==> config.mk <==
export PLATFORM = sky130hd
export DESIGN_NAME = ospi_host_seq_flat
export DESIGN_NICKNAME = d
export VERILOG_FILES = /design/src/rtl/ospi_host_seq_if.sv /design/src/rtl/ospi_host_seq.sv /design/src/flat_wrapper.sv
export SDC_FILE = /design/constraint.sdc
export NUM_CORES = 1
export LEC_CHECK = 0
export ABC_AREA = 1
export BUFFER_PORTS_ARGS = -buffer_cell sky130_fd_sc_hd__buf_2
export CAP_MARGIN = 20
export CORE_ASPECT_RATIO = 0.9
export CORE_MARGIN = 1.5
export CORE_UTILIZATION = 49
export CTS_BUF_LIST = sky130_fd_sc_hd__clkbuf_4
export CTS_CLUSTER_SIZE = 30
export DETAILED_ROUTE_END_ITERATION = 10
export GPL_TIMING_DRIVEN = 0
export PLACE_DENSITY = 0.78
export SLEW_MARGIN = 20
export SYNTH_ARGS = -nofsm -noshare
export SYNTH_HDL_FRONTEND = slang
export SYNTH_SLANG_ARGS = --single-unit
==> constraint.sdc <==
create_clock -name clk -period 1.35 [get_ports clk]
set_input_delay 0 -clock clk [delete_from_list [all_inputs] [get_ports clk]]
set_output_delay 0 -clock clk [all_outputs]
set_load 0.02 [all_outputs]
==> src/rtl/ospi_host_seq_if.sv <==
// Host-side bundle for ospi_host_seq: command, write and read streams + status.
// master = command source / data producer-consumer, slave = the sequencer.
interface ospi_host_seq_if;
   // command channel
   logic       cmd_valid;
   logic       cmd_ready;
   logic [1:0] cmd_op;
   logic [7:0] cmd_addr;
   logic [3:0] cmd_len;
   // write byte stream (host -> sequencer)
   logic [7:0] wr_data;
   logic       wr_valid;
   logic       wr_ready;
   // read byte stream (sequencer -> host)
   logic [7:0] rd_data;
   logic       rd_valid;
   logic       rd_ready;
   // status
   logic       busy;
   logic       done;
   logic       err;

   modport master (
      output cmd_valid,
      output cmd_op,
      output cmd_addr,
      output cmd_len,
      output wr_data,
      output wr_valid,
      output rd_ready,
      input  cmd_ready,
      input  wr_ready,
      input  rd_data,
      input  rd_valid,
      input  busy,
      input  done,
      input  err
   );

   modport slave (
      input  cmd_valid,
      input  cmd_op,
      input  cmd_addr,
      input  cmd_len,
      input  wr_data,
      input  wr_valid,
      input  rd_ready,
      output cmd_ready,
      output wr_ready,
      output rd_data,
      output rd_valid,
      output busy,
      output done,
      output err
   );
endinterface

==> src/rtl/ospi_host_seq.sv <==
// OSPI command sequencer: turns byte-burst read/write/erase commands into
// single-cycle flash strobes with CS setup, CS-high and address increment.
// Ports:
//   clk, reset_n        clock, async active-low reset
//   bus (slave)         cmd / wr / rd valid-ready streams, busy/done/err
//   o_flash_cs_n        flash chip select, active low
//   o_flash_we/re/ee    one-cycle write / read / erase strobes
//   o_flash_addr/din    flash byte address and write data
//   i_flash_dout        flash read data (registered inside the flash)
module ospi_host_seq #(
   parameter int CS_SETUP = 1,
   parameter int CS_HIGH  = 2
) (
   input  logic                 clk,
   input  logic                 reset_n,
   ospi_host_seq_if.slave       bus,
   output logic                 o_flash_cs_n,
   output logic                 o_flash_we,
   output logic                 o_flash_re,
   output logic                 o_flash_ee,
   output logic [7:0]           o_flash_addr,
   output logic [7:0]           o_flash_din,
   input  logic [7:0]           i_flash_dout
);

   typedef enum logic [3:0] {
      S_IDLE,
      S_SETUP,
      S_WR_WAIT,
      S_WR_STRB,
      S_RD_STRB,
      S_RD_CAP,
      S_RD_OUT,
      S_ER_STRB,
      S_DESEL
   } state_t;

   localparam logic [1:0] OP_RD  = 2'b00;
   localparam logic [1:0] OP_WR  = 2'b01;
   localparam logic [1:0] OP_RSV = 2'b11;

   // Delay counters load N-1 so the state lasts exactly N cycles.
   localparam logic [7:0] SETUP_LD = 8'(CS_SETUP - 1);
   localparam logic [7:0] HIGH_LD  = 8'(CS_HIGH - 1);

   state_t     r_state;
   logic [1:0] r_op;
   logic [7:0] r_addr;
   logic [4:0] r_cnt;
   logic [7:0] r_dly;
   logic [7:0] r_din;
   logic [7:0] r_rdata;
   logic       r_err;

   state_t     w_state_nxt;
   logic [1:0] w_op_nxt;
   logic [7:0] w_addr_nxt;
   logic [4:0] w_cnt_nxt;
   logic [7:0] w_dly_nxt;
   logic [7:0] w_din_nxt;
   logic [7:0] w_rdata_nxt;
   logic       w_err_nxt;

   logic       w_cmd_ready;
   logic       w_wr_ready;
   logic       w_rd_valid;
   logic       w_done;
   logic       w_cs_n;
   logic       w_we;
   logic       w_re;
   logic       w_ee;
   logic       w_last;

   // Per-byte loop entry for the latched operation.
   function automatic state_t f_byte_state(input logic [1:0] op);
      state_t s;
      unique case (op)
         OP_RD:   s = S_RD_STRB;
         OP_WR:   s = S_WR_WAIT;
         default: s = S_ER_STRB;
      endcase
      return s;
   endfunction

   assign w_last = (r_cnt == 5'd1);

   always_ff @(posedge clk or negedge reset_n) begin
      if (!reset_n) begin
         r_state <= S_IDLE;
         r_op    <= 2'b00;
         r_addr  <= 8'h00;
         r_cnt   <= 5'd0;
         r_dly   <= 8'h00;
         r_din   <= 8'h00;
         r_rdata <= 8'h00;
         r_err   <= 1'b0;
      end else begin
         r_state <= w_state_nxt;
         r_op    <= w_op_nxt;
         r_addr  <= w_addr_nxt;
         r_cnt   <= w_cnt_nxt;
         r_dly   <= w_dly_nxt;
         r_din   <= w_din_nxt;
         r_rdata <= w_rdata_nxt;
         r_err   <= w_err_nxt;
      end
   end

   always_comb begin
      w_state_nxt = r_state;
      w_op_nxt    = r_op;
      w_addr_nxt  = r_addr;
      w_cnt_nxt   = r_cnt;
      w_dly_nxt   = r_dly;
      w_din_nxt   = r_din;
      w_rdata_nxt = r_rdata;
      w_err_nxt   = 1'b0;
      w_cmd_ready = 1'b0;
      w_wr_ready  = 1'b0;
      w_rd_valid  = 1'b0;
      w_done      = 1'b0;
      w_cs_n      = 1'b0;
      w_we        = 1'b0;
      w_re        = 1'b0;
      w_ee        = 1'b0;

      unique case (r_state)
         S_IDLE: begin
            w_cs_n      = 1'b1;
            w_cmd_ready = 1'b1;
            if (bus.cmd_valid) begin
               if (bus.cmd_op == OP_RSV) begin
                  // Reserved op: flag it, never touch the flash.
                  w_err_nxt = 1'b1;
               end else begin
                  w_op_nxt    = bus.cmd_op;
                  w_addr_nxt  = bus.cmd_addr;
                  w_cnt_nxt   = {1'b0, bus.cmd_len} + 5'd1;
                  w_dly_nxt   = SETUP_LD;
                  w_state_nxt = S_SETUP;
               end
            end
         end

         S_SETUP: begin
            if (r_dly == 8'h00) begin
               w_state_nxt = f_byte_state(r_op);
            end else begin
               w_dly_nxt = r_dly - 8'h01;
            end
         end

         S_WR_WAIT: begin
            w_wr_ready = 1'b1;
            if (bus.wr_valid) begin
               w_din_nxt   = bus.wr_data;
               w_state_nxt = S_WR_STRB;
            end
         end

         S_WR_STRB: begin
            w_we       = 1'b1;
            w_addr_nxt = r_addr + 8'h01;
            w_cnt_nxt  = r_cnt - 5'd1;
            if (w_last) begin
               w_dly_nxt   = HIGH_LD;
               w_state_nxt = S_DESEL;
            end else begin
               w_state_nxt = S_WR_WAIT;
            end
         end

         S_RD_STRB: begin
            w_re        = 1'b1;
            w_state_nxt = S_RD_CAP;
         end

         S_RD_CAP: begin
            // Flash registered the byte on the RD_STRB edge.
            w_rdata_nxt = i_flash_dout;
            w_state_nxt = S_RD_OUT;
         end

         S_RD_OUT: begin
            w_rd_valid = 1'b1;
            if (bus.rd_ready) begin
               w_addr_nxt = r_addr + 8'h01;
               w_cnt_nxt  = r_cnt - 5'd1;
               if (w_last) begin
                  w_dly_nxt   = HIGH_LD;
                  w_state_nxt = S_DESEL;
               end else begin
                  w_state_nxt = S_RD_STRB;
               end
            end
         end

         S_ER_STRB: begin
            w_ee       = 1'b1;
            w_addr_nxt = r_addr + 8'h01;
            w_cnt_nxt  = r_cnt - 5'd1;
            if (w_last) begin
               w_dly_nxt   = HIGH_LD;
               w_state_nxt = S_DESEL;
            end
         end

         S_DESEL: begin
            w_cs_n = 1'b1;
            // Counter still at its load value only in the first cycle.
            w_done = (r_dly == HIGH_LD);
            if (r_dly == 8'h00) begin
               w_state_nxt = S_IDLE;
            end else begin
               w_dly_nxt = r_dly - 8'h01;
            end
         end

         default: begin
            w_cs_n      = 1'b1;
            w_state_nxt = S_IDLE;
         end
      endcase
   end

   assign bus.cmd_ready = w_cmd_ready;
   assign bus.wr_ready  = w_wr_ready;
   assign bus.rd_valid  = w_rd_valid;
   assign bus.rd_data   = r_rdata;
   assign bus.busy      = (r_state != S_IDLE);
   assign bus.done      = w_done;
   assign bus.err       = r_err;

   assign o_flash_cs_n  = w_cs_n;
   assign o_flash_we    = w_we;
   assign o_flash_re    = w_re;
   assign o_flash_ee    = w_ee;
   assign o_flash_addr  = r_addr;
   assign o_flash_din   = r_din;

endmodule

==> src/flat_wrapper.sv <==
// flat-port wrapper written by rule: the top's interface ports become plain ports
module ospi_host_seq_flat 
#(
   parameter int CS_SETUP = 1,
   parameter int CS_HIGH  = 2
)
  (clk, reset_n, o_flash_cs_n, o_flash_we, o_flash_re, o_flash_ee, o_flash_addr, o_flash_din, i_flash_dout, bus_cmd_valid, bus_cmd_op, bus_cmd_addr, bus_cmd_len, bus_wr_data, bus_wr_valid, bus_rd_ready, bus_cmd_ready, bus_wr_ready, bus_rd_data, bus_rd_valid, bus_busy, bus_done, bus_err);
  ospi_host_seq_if bus_i ();
  input  logic clk;
  input  logic reset_n;
  output logic o_flash_cs_n;
  output logic o_flash_we;
  output logic o_flash_re;
  output logic o_flash_ee;
  output logic [7:0] o_flash_addr;
  output logic [7:0] o_flash_din;
  input  logic [7:0] i_flash_dout;
  input wire logic [$bits(bus_i.cmd_valid)-1:0] bus_cmd_valid;
  input wire logic [$bits(bus_i.cmd_op)-1:0] bus_cmd_op;
  input wire logic [$bits(bus_i.cmd_addr)-1:0] bus_cmd_addr;
  input wire logic [$bits(bus_i.cmd_len)-1:0] bus_cmd_len;
  input wire logic [$bits(bus_i.wr_data)-1:0] bus_wr_data;
  input wire logic [$bits(bus_i.wr_valid)-1:0] bus_wr_valid;
  input wire logic [$bits(bus_i.rd_ready)-1:0] bus_rd_ready;
  output wire logic [$bits(bus_i.cmd_ready)-1:0] bus_cmd_ready;
  output wire logic [$bits(bus_i.wr_ready)-1:0] bus_wr_ready;
  output wire logic [$bits(bus_i.rd_data)-1:0] bus_rd_data;
  output wire logic [$bits(bus_i.rd_valid)-1:0] bus_rd_valid;
  output wire logic [$bits(bus_i.busy)-1:0] bus_busy;
  output wire logic [$bits(bus_i.done)-1:0] bus_done;
  output wire logic [$bits(bus_i.err)-1:0] bus_err;
  assign bus_i.cmd_valid = bus_cmd_valid;
  assign bus_i.cmd_op = bus_cmd_op;
  assign bus_i.cmd_addr = bus_cmd_addr;
  assign bus_i.cmd_len = bus_cmd_len;
  assign bus_i.wr_data = bus_wr_data;
  assign bus_i.wr_valid = bus_wr_valid;
  assign bus_i.rd_ready = bus_rd_ready;
  assign bus_cmd_ready = bus_i.cmd_ready;
  assign bus_wr_ready = bus_i.wr_ready;
  assign bus_rd_data = bus_i.rd_data;
  assign bus_rd_valid = bus_i.rd_valid;
  assign bus_busy = bus_i.busy;
  assign bus_done = bus_i.done;
  assign bus_err = bus_i.err;
  ospi_host_seq #(.CS_SETUP(CS_SETUP), .CS_HIGH(CS_HIGH)) u_core (.clk(clk), .reset_n(reset_n), .bus(bus_i), .o_flash_cs_n(o_flash_cs_n), .o_flash_we(o_flash_we), .o_flash_re(o_flash_re), .o_flash_ee(o_flash_ee), .o_flash_addr(o_flash_addr), .o_flash_din(o_flash_din), .i_flash_dout(i_flash_dout));
endmodule
==> flow_summary_export.csv, run 1 <==
group,metric,value,unit
timing,fin_hold_ws,-0.03785,ns
timing,finClkSkew,0.01534,ns
global_route,track_usage,26.20,%
hold_path,min-delay-start,"bus_cmd_addr[7]",
cts,cts_buffer_depth,2,
hold_path,min_to,"u_core.o_flash_addr[7]",
cts,clk_pin_slew,0.14,ns
placed_design,dpl.hpwl,4.437,mm
timing,slew-limit-headroom,34.35,%
yosys,synth-edff-count,0,
yosys,netlist_top_cells_count,"137 x nand2_1, 45 x nand3_1, 44 x dfrtp_1, 34 x inv_1, 33 x nor2_1",
worst_setup_path,arrival,1.57,ns
yosys,syn_nets,413,
yosys,yosysTopAreaCell,"dfrtp_1",
floorplanning,die_w,80.28,microns
global_route,grt_antenna_before_repair,0,
timing,final-hold-violation-count,2,
drt,ant_nets,0,
timing,setup_viol,43,
yosys,yosysMostFrequentCell,"nand2_1",
yosys,synth_cells,371,
drt,drcViolationCount,0,
cells_and_area,area_delta_synth_final,47.93,%
drt,viasPerCell,5.141,
yosys,ys_warn_count,0,
worst_setup_path,end_kind,"output pin",
drt,vias,2920,
timing,fin_crit,1.571,ns
yosys,avgSynthCellArea,7.099,sq um
worst_setup_path,path_class,"reg2out",
floorplanning,dieArea,5824,sq um
floorplanning,initial_utilization,50.42,%
yosys,syn_area,2634,sq um
pwr,leakagePower,1.941,nW
floorplanning,core,5224,sq um
pwr,pwr_density_cell,605.6,nW/um^2
cells_and_area,layout-drive-gt1-share,34.13,%
cells_and_area,n_antenna_cell,0,
floorplanning,pin_count,69,
drt,dr.pass1.iters,4,
cts,cts.sinks,44,
run_status,violations,"hold timing, setup timing",
drt,routed_wl,7.786,mm
cts,htree_levels,2,
cts,clock_latency,0.38,ns
drt,drtIter0Drc,206,
pwr,p_total,2.360,mW
yosys,synth_cell_types,28,
hold_path,min_path_cells,4,
yosys,ys_ff_latch,44,
run_status,status,"complete, but fails checks",
cts,cts_buffers,5,
worst_setup_path,ff2ff_path_depth,9,
cells_and_area,final_nets,542,
placed_design,portBuffers,67,
yosys,synthFlopType,"dfrtp_1",
cts,tritoncts,"yes",
worst_setup_path,required,1.35,ns
worst_setup_path,r2r_start,"u_core.r_state[3]",
timing,drv_slew,0,
global_route,grt_pass1_vias,2771,
global_route,grt_max_degree,45,
global_route,grt-ovfl-total,0,
worst_setup_path,timing.rr.end,"u_core.r_dly[1]",
timing,max_freq,636.7,MHz
yosys,synth_top_area_share,41.81,%
cts,root_buffer,"clkbuf_4",
worst_setup_path,cp_max_fo,4,
pwr,worst_ir_drop_vdd,0.0003706,V
job,maxCapViolations,0,
placed_design,gp_congestion,0.8438,
timing,worst_slack,-0.2206,ns
worst_setup_path,r2r_setup_slack,-0.14,ns
worst_setup_path,start_kind,"flop",
global_route,grt_first_pass_wirelength,12.03,mm
drt,routedWlPerCell,13.71,microns
placed_design,pre_cts_ws,-0.2068,ns
timing,grt_setup_unrepaired,"yes",
hold_path,hp-class,"in2reg",
floorplanning,rows,25,
yosys,ys_top_cells_by_area,"dfrtp_1 42%, nand2_1 20%, nand3_1 8.6%",
timing,fin_crit_sh,116.3,%
timing,worstMarginPinSlew,0.9847,ns
yosys,async_flop_share,100.0,%
yosys,ys_seq_area_share,41.81,%
timing,setup_tns,-4.093,ns
floorplanning,fp.dieH,72.55,microns
[worst max path at each step]
stage	start	to	slack, ns	depth (start not counted)
2_1_floorplan	u_core.r_state[2]	u_core.r_state[1]	-0.04	8
3_3_place_gp	u_core.r_state[2]	u_core.o_flash_addr[3]	-0.17	9
3_5_place_dp	u_core.r_state[1]	u_core.r_dly[6]	-0.21	9
4_1_cts	u_core.r_state[2]	bus_wr_ready	-0.13	6
5_1_grt	u_core.r_dly[3]	u_core.r_dly[1]	-0.26	9
6_report	u_core.r_dly[4]	bus_done	-0.22	6
[sequential cells by signal, indices dropped and copies added, names as in the netlist]
register             cells
u_core.bus.rd_data       8
u_core.o_flash_addr      8
u_core.o_flash_din       8
u_core.r_dly             8
u_core.r_cnt             5
u_core.r_state           4
u_core.r_op              2
u_core.bus.err           1
[critical path, stage by stage (launching register included)]
cell	delay, ns
dfrtp_1	0.42
inv_2	0.09
nand2_2	0.07
nor2_4	0.13
nand4_1	0.12
nor2_1	0.20
buf_4	0.18
[report_power, final]
group / internal [mW] / leakage [nW] / switching, mW
logic: 0.105 / 1.40 / 0.0759
clock network: 0.409 / 0.0456 / 0.452
registers: 1.32 / 0.500 / 0
[what timing repair did]
item,in CTS,in global routing
hold buffers,30,0
endpoints found under the hold margin,72,0
pin swaps,10,17
buffers inserted,15,10
gates resized for setup,35,46
gates cloned,1,0
setup endpoints to repair,51,44
[per-stage QoR]
step | utilization [%] | cells | cell area, sq um
6_report | 74.59 | 568 | 3896
3_3_place_gp | 58.78 | 505 | 3070
5_1_grt | 74.59 | 568 | 3896
2_1_floorplan | - | 371 | 2651
4_1_cts | 70.52 | 559 | 3684
3_5_place_dp | 58.78 | 505 | 3070
[routing by layer]
layer / GRT usage [%] / share of wire (%) / vias up
met4: 11.11 / 3.5 / 0
li1: - / - / 1432
met1: 31.38 / 41 / 1346
met2: 45.75 / 50 / 116
met5: 0 / 0 / -
met3: 5.283 / 5.9 / 26
[kinds of logic (layout without fill, tap and decap cells)]
| family | after synthesis | in the layout | synth area share (%) |
|---|---|---|---|
| buffers and inverters | 48 | 178 | 7.743 |
| xor gates and xnor gates | 3 | 3 | 0.9978 |
| adders and majority gates | 7 | 7 | 3.325 |
| and+or+nand+nor | 239 | 239 | 39.91 |
| DFF | 44 | 44 | 41.81 |
| AOI/OAI and AO/OA | 30 | 30 | 6.223 |
[final cells by class]
type	instances	area [sq um]
plain buffers	8	71.32
well taps	67	83.83
repair buffers	122	853.3
flip-flops and latches	44	1102
multi-input cells	279	1539
fillers	374	1328
clock buffers	6	45.04
inverters	40	166.4
clock inverters	2	35.03
[placed cells by master, fill, tap and decap left out, types with 6 or more instances in the layout]
cell,count
o21ai_0,14
nand2_1,129
nand2_4,6
nor2_4,10
dlygate4sd3_1,30
inv_1,24
nand3_1,38
o21ai_1,9
clkbuf_4,6
buf_2,63
nor2_1,20
inv_2,11
buf_4,29
nor2_2,7
buf_6,6
dfrtp_1,43
nand2_2,7
nand3_2,7
(Power assumes the default switching activity.)
==> inputs of run 2 (changes only) <==
Settings changed: CELL_PAD_IN_SITES_DETAIL_PLACEMENT set to 1, CELL_PAD_IN_SITES_GLOBAL_PLACEMENT set to 2, CORE_UTILIZATION 49 to 27, PLACE_DENSITY 0.78 to 0.91.
==> flow_summary_export.csv, run 2 (synthesis gave the netlist of run 1 again) <==
group,metric,value,unit
floorplanning,initial_utilization,28.35,%
cells_and_area,layout_common_cells,"119 x nand2_1, 57 x buf_2, 43 x dfrtp_1",
cts,root_buffer,"clkbuf_4",
cells_and_area,final_nets,549,
drt,dr.pass1.iters,4,
drt,vias,2956,
timing,worst_slack,-0.1929,ns
drt,drtIter0Drc,85,
placed_design,place_area,3139,sq um
global_route,grt-ovfl-total,0,
floorplanning,die_w,107.1,microns
worst_setup_path,worst-path-buf-inv,3,
cts,cts_buffer_depth,2,
cells_and_area,area_delta_synth_final,59.43,%
worst_setup_path,end_kind,"flop",
cells_and_area,n_antenna_cell,0,
timing,final-hold-violation-count,0,
timing,max_freq,648.1,MHz
worst_setup_path,required,1.64,ns
placed_design,pre_cts_ws,-0.2571,ns
cells_and_area,layout_commonest_cell,"nand2_1",
cells_and_area,layout-drive-gt1-share,37.80,%
worst_setup_path,path_class,"reg2reg",
worst_setup_path,cp_max_fo,8,
global_route,grt_max_degree,45,
run_status,violations,"setup timing",
pwr,pwr_density_cell,577.7,nW/um^2
cts,tritoncts,"yes",
worst_setup_path,cp_slowest_cell,"dfrtp_1",
drt,viasPerCell,4.692,
timing,grt_setup_unrepaired,"yes",
hold_path,hp-class,"in2reg",
cts,clk_pin_slew,0.14,ns
timing,worstMarginPinSlew,0.7814,ns
job,maxCapViolations,0,
timing,finClkSkew,0.02074,ns
worst_setup_path,cp_top_family,"simple AND/OR/NAND/NOR gates",
timing,drv_slew,0,
floorplanning,fp.dieH,96.70,microns
placed_design,gp_congestion,0.8322,
global_route,grt_antenna_before_repair,0,
drt,drcViolationCount,0,
global_route,track_usage,17.74,%
cts,cts.sinks,44,
floorplanning,pin_count,69,
worst_setup_path,max_stage_delay,0.41,ns
cells_and_area,final_cell_area,4199,sq um
timing,fin_crit_sh,114.3,%
timing,fin_hold_ws,0.1139,ns
drt,routedWlPerCell,14.55,microns
cts,clock_latency,0.40,ns
pwr,p_total,2.426,mW
drt,routed_wl,9.166,mm
pwr,worst_ir_drop_vdd,0.0003491,V
drt,ant_nets,0,
global_route,grt_pass1_vias,3187,
worst_setup_path,arrival,1.83,ns
floorplanning,dieArea,10360,sq um
floorplanning,core,9290,sq um
timing,slew-limit-headroom,47.91,%
run_status,status,"complete, but fails checks",
cts,htree_levels,2,
timing,setup_viol,44,
cells_and_area,fin_util,45.20,%
cts,cts_buffers,5,
placed_design,portBuffers,67,
worst_setup_path,cp_cell_sequence,"buf_6 > nor2_4 > inv_4 > nor2_8 > nor2_4 > buf_12 > nand2_8 > nand2_8 > nand2_1 > nand2_1",
floorplanning,rows,33,
worst_setup_path,start_kind,"flop",
timing,fin_crit,1.543,ns
global_route,grt_first_pass_wirelength,14.79,mm
pwr,leakagePower,2.035,nW
placed_design,dpl.hpwl,5.728,mm
## run 2: cell types whose count changed in the layout (fill, tap and decap cells not counted), moves of 4 or more
cell     previous run  this run
nand2_1           129       119
buf_6               6        13
nand2_2             7        14
nand3_1            38        31
buf_2              63        57
inv_2              11         6
nand3_2             7        12
o21ai_1             9         5
## run 2: power by group
group          total [mW]  internal (mW)  leakage [nW]  switching [mW]
clock network       0.910          0.396        0.0418           0.514
registers            1.32           1.32         0.500               0
logic               0.198          0.109          1.49          0.0890
total                2.43           1.82          2.04           0.603
## run 2: repair_timing
item | in CTS | in global routing
hold buffers | 31 | 0
endpoints found under the setup margin | 52 | 52
buffers inserted | 20 | 11
pin swaps | 11 | 23
gates cloned | 0 | 0
gates resized for setup | 57 | 61
endpoints found under the hold margin | 73 | 0
## run 2: final timing paths
check                                           start                     to  slack [ns]  cells past startpoint
worst max-delay path                u_core.r_state[2]        u_core.r_dly[1]       -0.19                     10
worst min-delay path                   bus_cmd_len[1]        u_core.r_cnt[1]        0.11                      6
worst max register to register      u_core.r_state[2]        u_core.r_dly[1]       -0.19                     10
worst min register to register  u_core.bus.rd_data[4]  u_core.bus.rd_data[4]        0.49                      2
max in group asynchronous                     reset_n      u_core.r_state[3]        0.78                      2
min in group asynchronous                     reset_n  u_core.bus.rd_data[0]        0.12                      2
## run 2: metrics by stage
stage | instances | setup TNS, ns
after CTS | 619 | -4.998
after detailed placement | 560 | -7.747
final | 630 | -5.863
after global placement | 560 | -6.670
after global routing | 630 | -10.13
after floorplan | 371 | -0.5193
## run 2: per-layer routing
layer	track usage (%)	up-vias	share of wire [%]
met5	0	-	0
met4	7.385	0	2.3
met3	2.898	18	3.4
met2	31.75	60	53
met1	20.70	1428	42
li1	-	1450	-
## run 2: cell type report
cell class                      instances  area, sq um
Timing Repair Buffer                  129        969.7
Tap cell                              122        152.6
Buffer                                  8        78.83
Sequential cell                        44         1102
Fill cell                            1141         5091
Clock inverter                          3        46.29
Clock buffer                            5        37.54
Inverter                               40        171.4
Multi-Input combinational cell        279         1640
## run 2: worst register-to-register path: cells and delay by family, from the launching register on
kind | cells | cell delay (ns)
simple gates | 7 | 0.70
buf+inv | 3 | 0.35
flops | 1 | 0.41
